--- src/rtl/avr_pkg.sv ---
// Shared AVR definitions: timer flag bit positions, interrupt vector base and
// the interrupt sequencer state encoding.
package avr_pkg;

    localparam int unsigned TOV0_BIT  = 0;
    localparam int unsigned OCF0_BIT  = 1;
    localparam int unsigned TOV1_BIT  = 2;
    localparam int unsigned OCF1B_BIT = 3;
    localparam int unsigned OCF1A_BIT = 4;
    localparam int unsigned ICF1_BIT  = 5;
    localparam int unsigned TOV2_BIT  = 6;
    localparam int unsigned OCF2_BIT  = 7;

    localparam logic [7:0] VECTOR_BASE = 8'h08;

    typedef enum logic [1:0] {
        IDLE,
        PUSH_LO,
        PUSH_HI,
        VECTOR
    } irq_state_t;

    // Bit 7 maps to the lowest vector; each lower bit is two words further on.
    function automatic logic [7:0] vector_addr(input logic [2:0] idx);
        return VECTOR_BASE + {4'b0000, 3'd7 - idx, 1'b0};
    endfunction

endpackage

--- src/rtl/interrupt_unit_if.sv ---
// Signal bundle between the interrupt unit and the timers / control unit /
// program memory. master is the interrupt unit side.
interface interrupt_unit_if #(
    parameter int unsigned PC_WIDTH = 14
);
    logic [7:0]          tifr;
    logic [7:0]          timsk;
    logic                global_enable;
    logic                instr_boundary;
    logic                reti_done;
    logic [PC_WIDTH-1:0] pc_current;
    logic                stack_ready;
    logic                stack_valid;
    logic [7:0]          stack_data;
    logic                hold;
    logic                pc_overwrite;
    logic [PC_WIDTH-1:0] pc_new;
    logic                clear_i;
    logic [7:0]          tifr_clear;
    logic                irq_pending;

    modport master (
        input  tifr, timsk, global_enable, instr_boundary, reti_done, pc_current, stack_ready,
        output stack_valid, stack_data, hold, pc_overwrite, pc_new, clear_i, tifr_clear,
               irq_pending
    );

    modport slave (
        output tifr, timsk, global_enable, instr_boundary, reti_done, pc_current, stack_ready,
        input  stack_valid, stack_data, hold, pc_overwrite, pc_new, clear_i, tifr_clear,
               irq_pending
    );
endinterface

--- src/rtl/irq_priority_encoder.sv ---
// Picks the highest set bit of the pending flag set; bit 7 has top priority.
module irq_priority_encoder (
    input  logic [7:0] pending,
    output logic       valid,
    output logic [2:0] idx
);

    always_comb begin
        valid = |pending;
        idx   = 3'd0;
        for (int i = 0; i < 8; i++) begin
            if (pending[i]) begin
                idx = 3'(i);
            end
        end
    end

endmodule

--- src/rtl/interrupt_unit.sv ---
// Timer interrupt sequencer: accepts the highest-priority enabled flag at an
// instruction boundary, pushes the return PC (low byte first) and vectors.
module interrupt_unit
    import avr_pkg::*;
#(
    parameter int unsigned PC_WIDTH = 14
) (
    input logic               sysClock,
    input logic               rst,
    interrupt_unit_if.master  bus
);

    logic [7:0] pending;
    logic       enc_valid;
    logic [2:0] enc_idx;
    logic       accept;

    irq_state_t          state_q, state_d;
    logic [2:0]          idx_q, idx_d;
    logic [PC_WIDTH-1:0] pc_q, pc_d;
    logic                reti_block_q, reti_block_d;
    logic [15:0]         pc_ext;

    logic                stack_valid_q, stack_valid_d;
    logic [7:0]          stack_data_q, stack_data_d;
    logic                hold_q, hold_d;
    logic                pc_overwrite_q, pc_overwrite_d;
    logic [PC_WIDTH-1:0] pc_new_q, pc_new_d;
    logic                clear_i_q, clear_i_d;
    logic [7:0]          tifr_clear_q, tifr_clear_d;

    assign pending = bus.tifr & bus.timsk;

    irq_priority_encoder u_encoder (
        .pending (pending),
        .valid   (enc_valid),
        .idx     (enc_idx)
    );

    // A coincident reti_done also vetoes acceptance so one instruction runs after RETI.
    assign accept = bus.instr_boundary & bus.global_enable & enc_valid &
                    ~reti_block_q & ~bus.reti_done;

    always_comb begin
        reti_block_d = reti_block_q;
        if (bus.reti_done) begin
            reti_block_d = 1'b1;
        end else if (bus.instr_boundary) begin
            reti_block_d = 1'b0;
        end
    end

    always_comb begin
        state_d = state_q;
        idx_d   = idx_q;
        pc_d    = pc_q;
        unique case (state_q)
            IDLE: begin
                if (accept) begin
                    state_d = PUSH_LO;
                    idx_d   = enc_idx;
                    pc_d    = bus.pc_current;
                end
            end
            PUSH_LO: if (bus.stack_ready) state_d = PUSH_HI;
            PUSH_HI: if (bus.stack_ready) state_d = VECTOR;
            VECTOR:  state_d = IDLE;
            default: state_d = IDLE;
        endcase
    end

    // Outputs are decoded from the next state so they leave the unit registered.
    always_comb begin
        pc_ext         = 16'(pc_d);
        stack_valid_d  = 1'b0;
        stack_data_d   = 8'h00;
        hold_d         = 1'b0;
        pc_overwrite_d = 1'b0;
        pc_new_d       = '0;
        clear_i_d      = 1'b0;
        tifr_clear_d   = 8'h00;
        unique case (state_d)
            PUSH_LO: begin
                stack_valid_d = 1'b1;
                stack_data_d  = pc_ext[7:0];
                hold_d        = 1'b1;
            end
            PUSH_HI: begin
                stack_valid_d = 1'b1;
                stack_data_d  = pc_ext[15:8];
                hold_d        = 1'b1;
            end
            VECTOR: begin
                hold_d         = 1'b1;
                pc_overwrite_d = 1'b1;
                pc_new_d       = PC_WIDTH'(vector_addr(idx_d));
                clear_i_d      = 1'b1;
                tifr_clear_d   = 8'b1 << idx_d;
            end
            default: ;
        endcase
    end

    always_ff @(posedge sysClock or posedge rst) begin
        if (rst) begin
            state_q        <= IDLE;
            idx_q          <= 3'd0;
            pc_q           <= '0;
            reti_block_q   <= 1'b0;
            stack_valid_q  <= 1'b0;
            stack_data_q   <= 8'h00;
            hold_q         <= 1'b0;
            pc_overwrite_q <= 1'b0;
            pc_new_q       <= '0;
            clear_i_q      <= 1'b0;
            tifr_clear_q   <= 8'h00;
        end else begin
            state_q        <= state_d;
            idx_q          <= idx_d;
            pc_q           <= pc_d;
            reti_block_q   <= reti_block_d;
            stack_valid_q  <= stack_valid_d;
            stack_data_q   <= stack_data_d;
            hold_q         <= hold_d;
            pc_overwrite_q <= pc_overwrite_d;
            pc_new_q       <= pc_new_d;
            clear_i_q      <= clear_i_d;
            tifr_clear_q   <= tifr_clear_d;
        end
    end

    assign bus.stack_valid  = stack_valid_q;
    assign bus.stack_data   = stack_data_q;
    assign bus.hold         = hold_q;
    assign bus.pc_overwrite = pc_overwrite_q;
    assign bus.pc_new       = pc_new_q;
    assign bus.clear_i      = clear_i_q;
    assign bus.tifr_clear   = tifr_clear_q;
    assign bus.irq_pending  = |pending;

endmodule

--- src/flat_wrapper.sv ---
// flat-port wrapper written by rule: the top's interface ports become plain ports
module interrupt_unit_flat import avr_pkg::*;
#(
    parameter int unsigned PC_WIDTH = 14
)
  (sysClock, rst, bus_tifr, bus_timsk, bus_global_enable, bus_instr_boundary, bus_reti_done, bus_pc_current, bus_stack_ready, bus_stack_valid, bus_stack_data, bus_hold, bus_pc_overwrite, bus_pc_new, bus_clear_i, bus_tifr_clear, bus_irq_pending);
  interrupt_unit_if #(.PC_WIDTH(PC_WIDTH)) bus_i ();
  input logic sysClock;
  input logic rst;
  input wire logic [$bits(bus_i.tifr)-1:0] bus_tifr;
  input wire logic [$bits(bus_i.timsk)-1:0] bus_timsk;
  input wire logic [$bits(bus_i.global_enable)-1:0] bus_global_enable;
  input wire logic [$bits(bus_i.instr_boundary)-1:0] bus_instr_boundary;
  input wire logic [$bits(bus_i.reti_done)-1:0] bus_reti_done;
  input wire logic [$bits(bus_i.pc_current)-1:0] bus_pc_current;
  input wire logic [$bits(bus_i.stack_ready)-1:0] bus_stack_ready;
  output wire logic [$bits(bus_i.stack_valid)-1:0] bus_stack_valid;
  output wire logic [$bits(bus_i.stack_data)-1:0] bus_stack_data;
  output wire logic [$bits(bus_i.hold)-1:0] bus_hold;
  output wire logic [$bits(bus_i.pc_overwrite)-1:0] bus_pc_overwrite;
  output wire logic [$bits(bus_i.pc_new)-1:0] bus_pc_new;
  output wire logic [$bits(bus_i.clear_i)-1:0] bus_clear_i;
  output wire logic [$bits(bus_i.tifr_clear)-1:0] bus_tifr_clear;
  output wire logic [$bits(bus_i.irq_pending)-1:0] bus_irq_pending;
  assign bus_i.tifr = bus_tifr;
  assign bus_i.timsk = bus_timsk;
  assign bus_i.global_enable = bus_global_enable;
  assign bus_i.instr_boundary = bus_instr_boundary;
  assign bus_i.reti_done = bus_reti_done;
  assign bus_i.pc_current = bus_pc_current;
  assign bus_i.stack_ready = bus_stack_ready;
  assign bus_stack_valid = bus_i.stack_valid;
  assign bus_stack_data = bus_i.stack_data;
  assign bus_hold = bus_i.hold;
  assign bus_pc_overwrite = bus_i.pc_overwrite;
  assign bus_pc_new = bus_i.pc_new;
  assign bus_clear_i = bus_i.clear_i;
  assign bus_tifr_clear = bus_i.tifr_clear;
  assign bus_irq_pending = bus_i.irq_pending;
  interrupt_unit #(.PC_WIDTH(PC_WIDTH)) u_core (.sysClock(sysClock), .rst(rst), .bus(bus_i));
endmodule
--- config.mk ---
export PLATFORM = sky130hd
export DESIGN_NAME = interrupt_unit_flat
export DESIGN_NICKNAME = d
export VERILOG_FILES = /design/src/rtl/avr_pkg.sv /design/src/rtl/interrupt_unit_if.sv /design/src/rtl/irq_priority_encoder.sv /design/src/rtl/interrupt_unit.sv /design/src/flat_wrapper.sv
export SDC_FILE = /design/constraint.sdc
export NUM_CORES = 1
export LEC_CHECK = 0
export BUFFER_PORTS_ARGS = -buffer_cell sky130_fd_sc_hd__buf_2
export CAP_MARGIN = 0
export CORE_MARGIN = 2
export CORE_UTILIZATION = 45
export CTS_CLUSTER_SIZE = 25
export DETAILED_ROUTE_END_ITERATION = 8
export PLACE_DENSITY = 0.74
export SKIP_CTS_REPAIR_TIMING = 1
export SLEW_MARGIN = 0
export SYNTH_ARGS = -nofsm -noshare
export SYNTH_HDL_FRONTEND = slang
export SYNTH_SLANG_ARGS = --single-unit
--- constraint.sdc ---
create_clock -name sysClock -period 3 [get_ports sysClock]
set_input_delay 0 -clock sysClock [delete_from_list [all_inputs] [get_ports sysClock]]
set_output_delay 0 -clock sysClock [all_outputs]
set_load 0.005 [all_outputs]
# --- After elaboration in Yosys (flattened, before gate mapping) ---
# Cells that the tools add are included.
word_totals:
  regBits: 44
  inputBits: 36
  output_inout_bits: 35
  word_cells: 54
classes:
  addsub: 2
  n_eq_ne: 6
  shifts: 1
  n_mux: 23
  bitwise_logic: 7
  reduce_logical: 5
op_table:
  columns: ["operator", "count"]
  rows:
  - ["$mux W14", 2]
  - ["$mux W3", 8]
  - ["$pmux W8 S2", 1]
  - ["$and A8 B8 Y8", 1]
  - ["$eq A2 B2 Y1 const B", 4]
  - ["$mux W8", 1]
  - ["$pmux W2 S4", 1]
  - ["$reduce_or A8 Y1", 1]
  - ["$shl A1 B3 Y8 const A", 1]
  - ["$mux W1", 6]
  - ["$mux W2", 3]
  - ["$add A4 B4 Y5 const A", 1]
  - ["$mux W5", 1]
  - ["$and A1 B1 Y1", 4]
  - ["$eq A2 B1 Y1 const B", 2]
  - ["$reduce_or A3 Y1", 1]
  - ["$sub A3 B3 Y3 const A", 1]
  - ["$logic_not A2 Y1", 1]
  - ["$not A1 Y1", 2]
  - ["$reduce_bool A2 Y1", 1]
  - ["$reduce_or A2 Y1", 1]

# --- Logic depth before layout (Yosys ltp) ---
logic_depth:
  word_depth: 13
  depth_mapped: 9
  depth_no_buf: 8

# --- Cells and area by module ---
# Synthesis repeated with hierarchy kept, for this count alone.
hier_totals:
  cells_unflattened: 191
  area_unflattened_um2: 2177.1
by_module_without_submodules:
  columns: ["mod", "instances", "cells_each", "area_per_inst_um2", "seq_area_each_um2"]
  rows:
  - ["interrupt_unit", 1, 179, 2110.8, 1076.0]
  - ["irq_priority_encoder", 1, 12, 66.3, 0.0]

# --- Worst setup path before layout ---
# OpenSTA, ideal clock, no wires.
synth_timing:
  path_type: "reg-to-reg"
  from: "reg u_core.reti_block_q"
  to: "reg u_core.tifr_clear_q[3], in the netlist u_core.bus.tifr_clear[3]"
  setup_ps: 88
  arrival_time_ps: 1878
  setup_slack_ps: 1034
  stages_incl_launch_ff: 10
  n_path_buf: 1
  synth_period_minus_slack_ps: 1966
  cell_sequence: "dfrtp_1 -> and4bb_1 -> and2_4 -> buf_6 -> a21oi_1 -> inv_1 -> ha_1 -> inv_1 -> or3b_1 -> nor3b_1"
synth_via:
  elab_chain_cells: 7
  elab_cells_between_ends: 10
synth_rtl:
  columns: ["element", "line_no", "rtl"]
  rows:
  - ["start: declaration", "interrupt_unit.sv:21", "logic reti_block_q, reti_block_d;"]
  - ["start signal: assignment", "interrupt_unit.sv:121", "reti_block_q <= reti_block_d;"]
  - ["$not A1 Y1", "interrupt_unit.sv:42", "~reti_block_q & ~bus.reti_done;"]
  - ["$and A1 B1 Y1", "interrupt_unit.sv:41", "assign accept = bus.instr_boundary & bus.global_enable & enc_valid &"]
  - ["$and A1 B1 Y1", "interrupt_unit.sv:42", null]
  - ["$mux W2", "interrupt_unit.sv:59", "if (accept) begin"]
  - ["$pmux W2 S4", "interrupt_unit.sv:57", "unique case (state_q)"]
  - ["via u_core.state_d[0]", "interrupt_unit.sv:18", "irq_state_t state_q, state_d;"]
  - ["$eq A2 B2 Y1", "interrupt_unit.sv:82", "unique case (state_d)"]
  - ["$mux W8", "interrupt_unit.sv:82", null]
  - ["via u_core.tifr_clear_d[3]", "interrupt_unit.sv:30", "logic [7:0] tifr_clear_q, tifr_clear_d;"]
  - ["end signal: assignment", "interrupt_unit.sv:128", "tifr_clear_q <= tifr_clear_d;"]
  - ["end: declaration", "interrupt_unit.sv:30", null]
# The timed path passes the listed nets, and every way through them passes these cells.
# A chain may end at the register's enable or synchronous reset.

# --- Worst setup path after layout ---
# Same ends and word-level chain as after synthesis.

==> results.yml <==
synthesis:
  synth-warning-count: 0
  synth_top_family_by_area: "compound AO/OA/AOI/OAI gates"
  synth-seq-cells: 43
  yosys.area_share.simple_pct: 10.7
  synthAdderAreaFrac_pct: 1.99
  syn_avg_cell_area_um2: 13.5
  synth_area_mm2: 0.00189
  yosys.area_share.xor_xnor_pct: 0
  synth_compound_area_share_pct: 13.4
  yosysSeqAreaShare_pct: 57.0
  netlist_instances: 140
  synth.distinct_cells: 37
  synth_mux_area_share_pct: 9.87
route:
  via_count: 1326
  drcViolationCount: 0
  wl_per_cell_um: 13.4
  viasPerCell: 4.88
  initialDrtViolationCount: 81
  first_pass_iters: 4
  antenna_left: 0
  drt-total-wl_um: 3640
grt:
  use_met3_pct: 6.49
  grt_pass1_wl_um: 5260
  grt_pass1_vias: 1197
  top_usage_layer: "met2"
  grt_max_degree: 23
  grt_overflow: 0
  met2_usage_pct: 25.1
  antenna_found_initial: 0
  track_usage_pct: 15.5
  grt.met1_usage_pct: 18.8
clock_network:
  worstSkewPairLatency_ns: 0.30
  cts_root_buffer: "clkbuf_8"
  numCtsBuffers: 5
  cts.htree.levels: 2
  clk_path_buf_depth: 2
  cts.sinks: 43
  cts.clk_slew.worst_paths_ns: 0.08
  cts_tree: "built"
floorplanning:
  core_area_mm2: 0.00403
  start_util_pct: 46.9
  die-height_um: 68.8
  ioPinCount: 71
  dieArea_mm2: 0.00473
  rows: 23
  die_w_um: 68.8
sta:
  skew_ns: 0.00441
  worstMarginPinSlew_ns: 0.792
  finalCritPeriodShare_pct: 69.8
  setup_tns_ns: 0
  setup_viol: 0
  hold_violations: 0
  rsz0062_at_grt: "no"
  slew-limit-headroom_pct: 47.2
  fin_crit_ns: 2.09
  final-max-slew-violation-count: 0
  fmax_ghz: 0.478
setup_path:
  cp.required_ns: 3.21
  end_kind: "register"
  cp_cell_sequence: "and4bb_1 -> and2_4 -> a21oi_1 -> inv_1 -> ha_1 -> inv_1 -> or3b_1 -> nor3b_1"
  critPathLaunchType: "register"
  arrival_ns: 2.31
  critPathBufInv: 2
  cpMaxStageDelayCell: "or3b_1"
  critPathMaxStageDelay_ns: 0.42
  cp_top_family: "simple AND/OR/NAND/NOR gates"
  crit_type: "register to register"
  crit_fanout: 6
  crit_path_frequent_cell: "inv_1"
layout:
  area_delta_synth_final_pct: 29.3
  final_cell_area_mm2: 0.00244
  antenna_cells: 0
  drive_above_1_share_pct: 41.0
  nNetsFinal: 260
hold_path:
  holdCritPathClass: "input pin to register"
placed_design:
  io_buffer_count: 60
  gp_congestion: 0.742
  dpl_cell_area_mm2: 0.00219
  hpwl_um: 2550
run_status:
  outcome: "finished clean"
power_and_ir_drop:
  static-leakage-power_uw: 0.00129
  vdd_drop_max_v: 0.000334
  power.density_mw_per_mm2: 712
run:
  drv_cap: 0
==> stage by stage <==
step | total power (uW) | std cells | hold WS [ns] | worst slack [ns] | util [%]
after CTS | 1740 | 255 | -0.133 | 0.914 | 56.4
final | 1740 | 272 | 0.111 | 0.907 | 60.7
after floorplan | 1210 | 149 | 0.0956 | 1.03 | -
after detailed placement | 1390 | 247 | 0.186 | 0.933 | 54.3
after global placement | 1370 | 247 | 0.176 | 0.996 | 54.3
after global routing | 1860 | 272 | 0.123 | 0.753 | 60.7
==> cells in the final DEF, fill, tap and decap left out, types with 3 or more instances in the layout <==
cell type	Yosys	routed
a21oi_1	7	7
a32o_1	7	7
buf_2	0	60
clkbuf_8	0	5
conb_1	1	10
dfrtp_1	43	43
dlygate4sd3_1	0	17
ha_1	3	3
inv_1	7	7
mux2_2	8	8
mux2_4	5	5
nand2_1	3	3
nand2b_1	3	3
nor2_1	3	3
nor3b_1	3	3
o21ai_0	3	3
==> path summary, 6_finish.rpt <==
kind / startpoint / to / slack [ns] / cells past startpoint
setup reg to reg: u_core.reti_block_q$_DFFE_PP0P_ / u_core.bus.tifr_clear[3]$_DFF_PP0_ / 0.91 / 8
min in group asynchronous: rst / u_core.pc_q[0]$_DFF_PP0_ / 0.39 / 3
hold / removal: bus_timsk[7] / u_core.bus.tifr_clear[6]$_DFF_PP0_ / 0.11 / 3
max in group asynchronous: rst / u_core.bus.stack_data[7]$_DFF_PP0_ / 1.84 / 4
hold reg to reg: u_core.pc_q[10]$_DFF_PP0_ / u_core.pc_q[10]$_DFF_PP0_ / 0.50 / 1
setup / recovery: u_core.reti_block_q$_DFFE_PP0P_ / u_core.bus.tifr_clear[3]$_DFF_PP0_ / 0.91 / 8
==> layer usage <==
metal / wire length (um) / vias to the layer above
li1: - / 641
met1: 1640 / 625
met2: 1630 / 55
met3: 328 / 5
met4: 32 / 0
met5: 0 / -
==> state kept, by name, indices dropped and copies added (netlist names) <==
signal and flops:
u_core.bus.pc_overwrite 1, u_core.bus.stack_valid 1, u_core.idx_q 3, u_core.pc_q 14, u_core.reti_block_q 1, u_core.bus.pc_new 4
u_core.bus.stack_data 8, u_core.bus.tifr_clear 8, u_core.bus.hold 1, u_core.state_q 2
==> report_power, final <==
part           internal (uW)  switching, uW
clock                    163            194
combinational            278            293
sequential               758           52.5
total                   1200            540
==> final cells by class <==
type / count / area [um2]
Sequential cell: 43 / 1080
Timing Repair Buffer: 78 / 478
Fill cell: 341 / 1590
Inverter: 7 / 26.3
Clock inverter: 2 / 12.5
Tap cell: 50 / 62.6
Clock buffer: 6 / 72.6
Multi-Input combinational cell: 86 / 716
==> cells in the mapped netlist <==
library cell,count,area (um2)
nor3b_1,3,22.5
nand3_1,2,10.0
and2b_1,1,7.51
dfrtp_1,43,1080
a22o_1,2,17.5
nand2_4,1,11.3
and4bb_1,1,12.5
a22o_4,2,35.0
and2_1,1,6.26
nand4bb_1,1,11.3
a221o_4,1,21.3
nand2b_1,3,18.8
a21oi_1,7,35.0
nor2_1,3,11.3
a21o_2,1,8.76
nor3b_2,1,12.5
a22o_2,2,20.0
mux2i_1,1,10.0
ha_1,3,37.5
and2_4,1,8.76
and2_2,1,7.51
mux2_2,8,90.1
o211ai_1,2,15.0
or3b_1,2,17.5
nand2_1,3,11.3
buf_6,2,22.5
a22oi_1,2,15.0
o21ai_0,3,15.0
or2b_1,1,7.51
a32o_1,7,70.1
conb_1,1,3.75
mux2_1,1,11.3
inv_1,7,26.3
buf_4,11,82.6
mux2_4,5,75.1
nor2b_1,2,12.5
or3_1,2,12.5
==> cell families after synthesis <==
logic type / after synthesis
adders and majority gates: 3
other: 1
DFF: 43
AOI/OAI and AO/OA: 29
buffers and inverters: 20
muxes: 15
and+or+nand+nor: 29
==> worst reg2reg max path, cell delays in order, from the launching register on <==
cell and delay, ns:
dfrtp_1 0.38, and4bb_1 0.29, and2_4 0.20, a21oi_1 0.11
inv_1 0.12, ha_1 0.21, inv_1 0.11, or3b_1 0.42
nor3b_1 0.19
(Power assumes the default switching activity.)
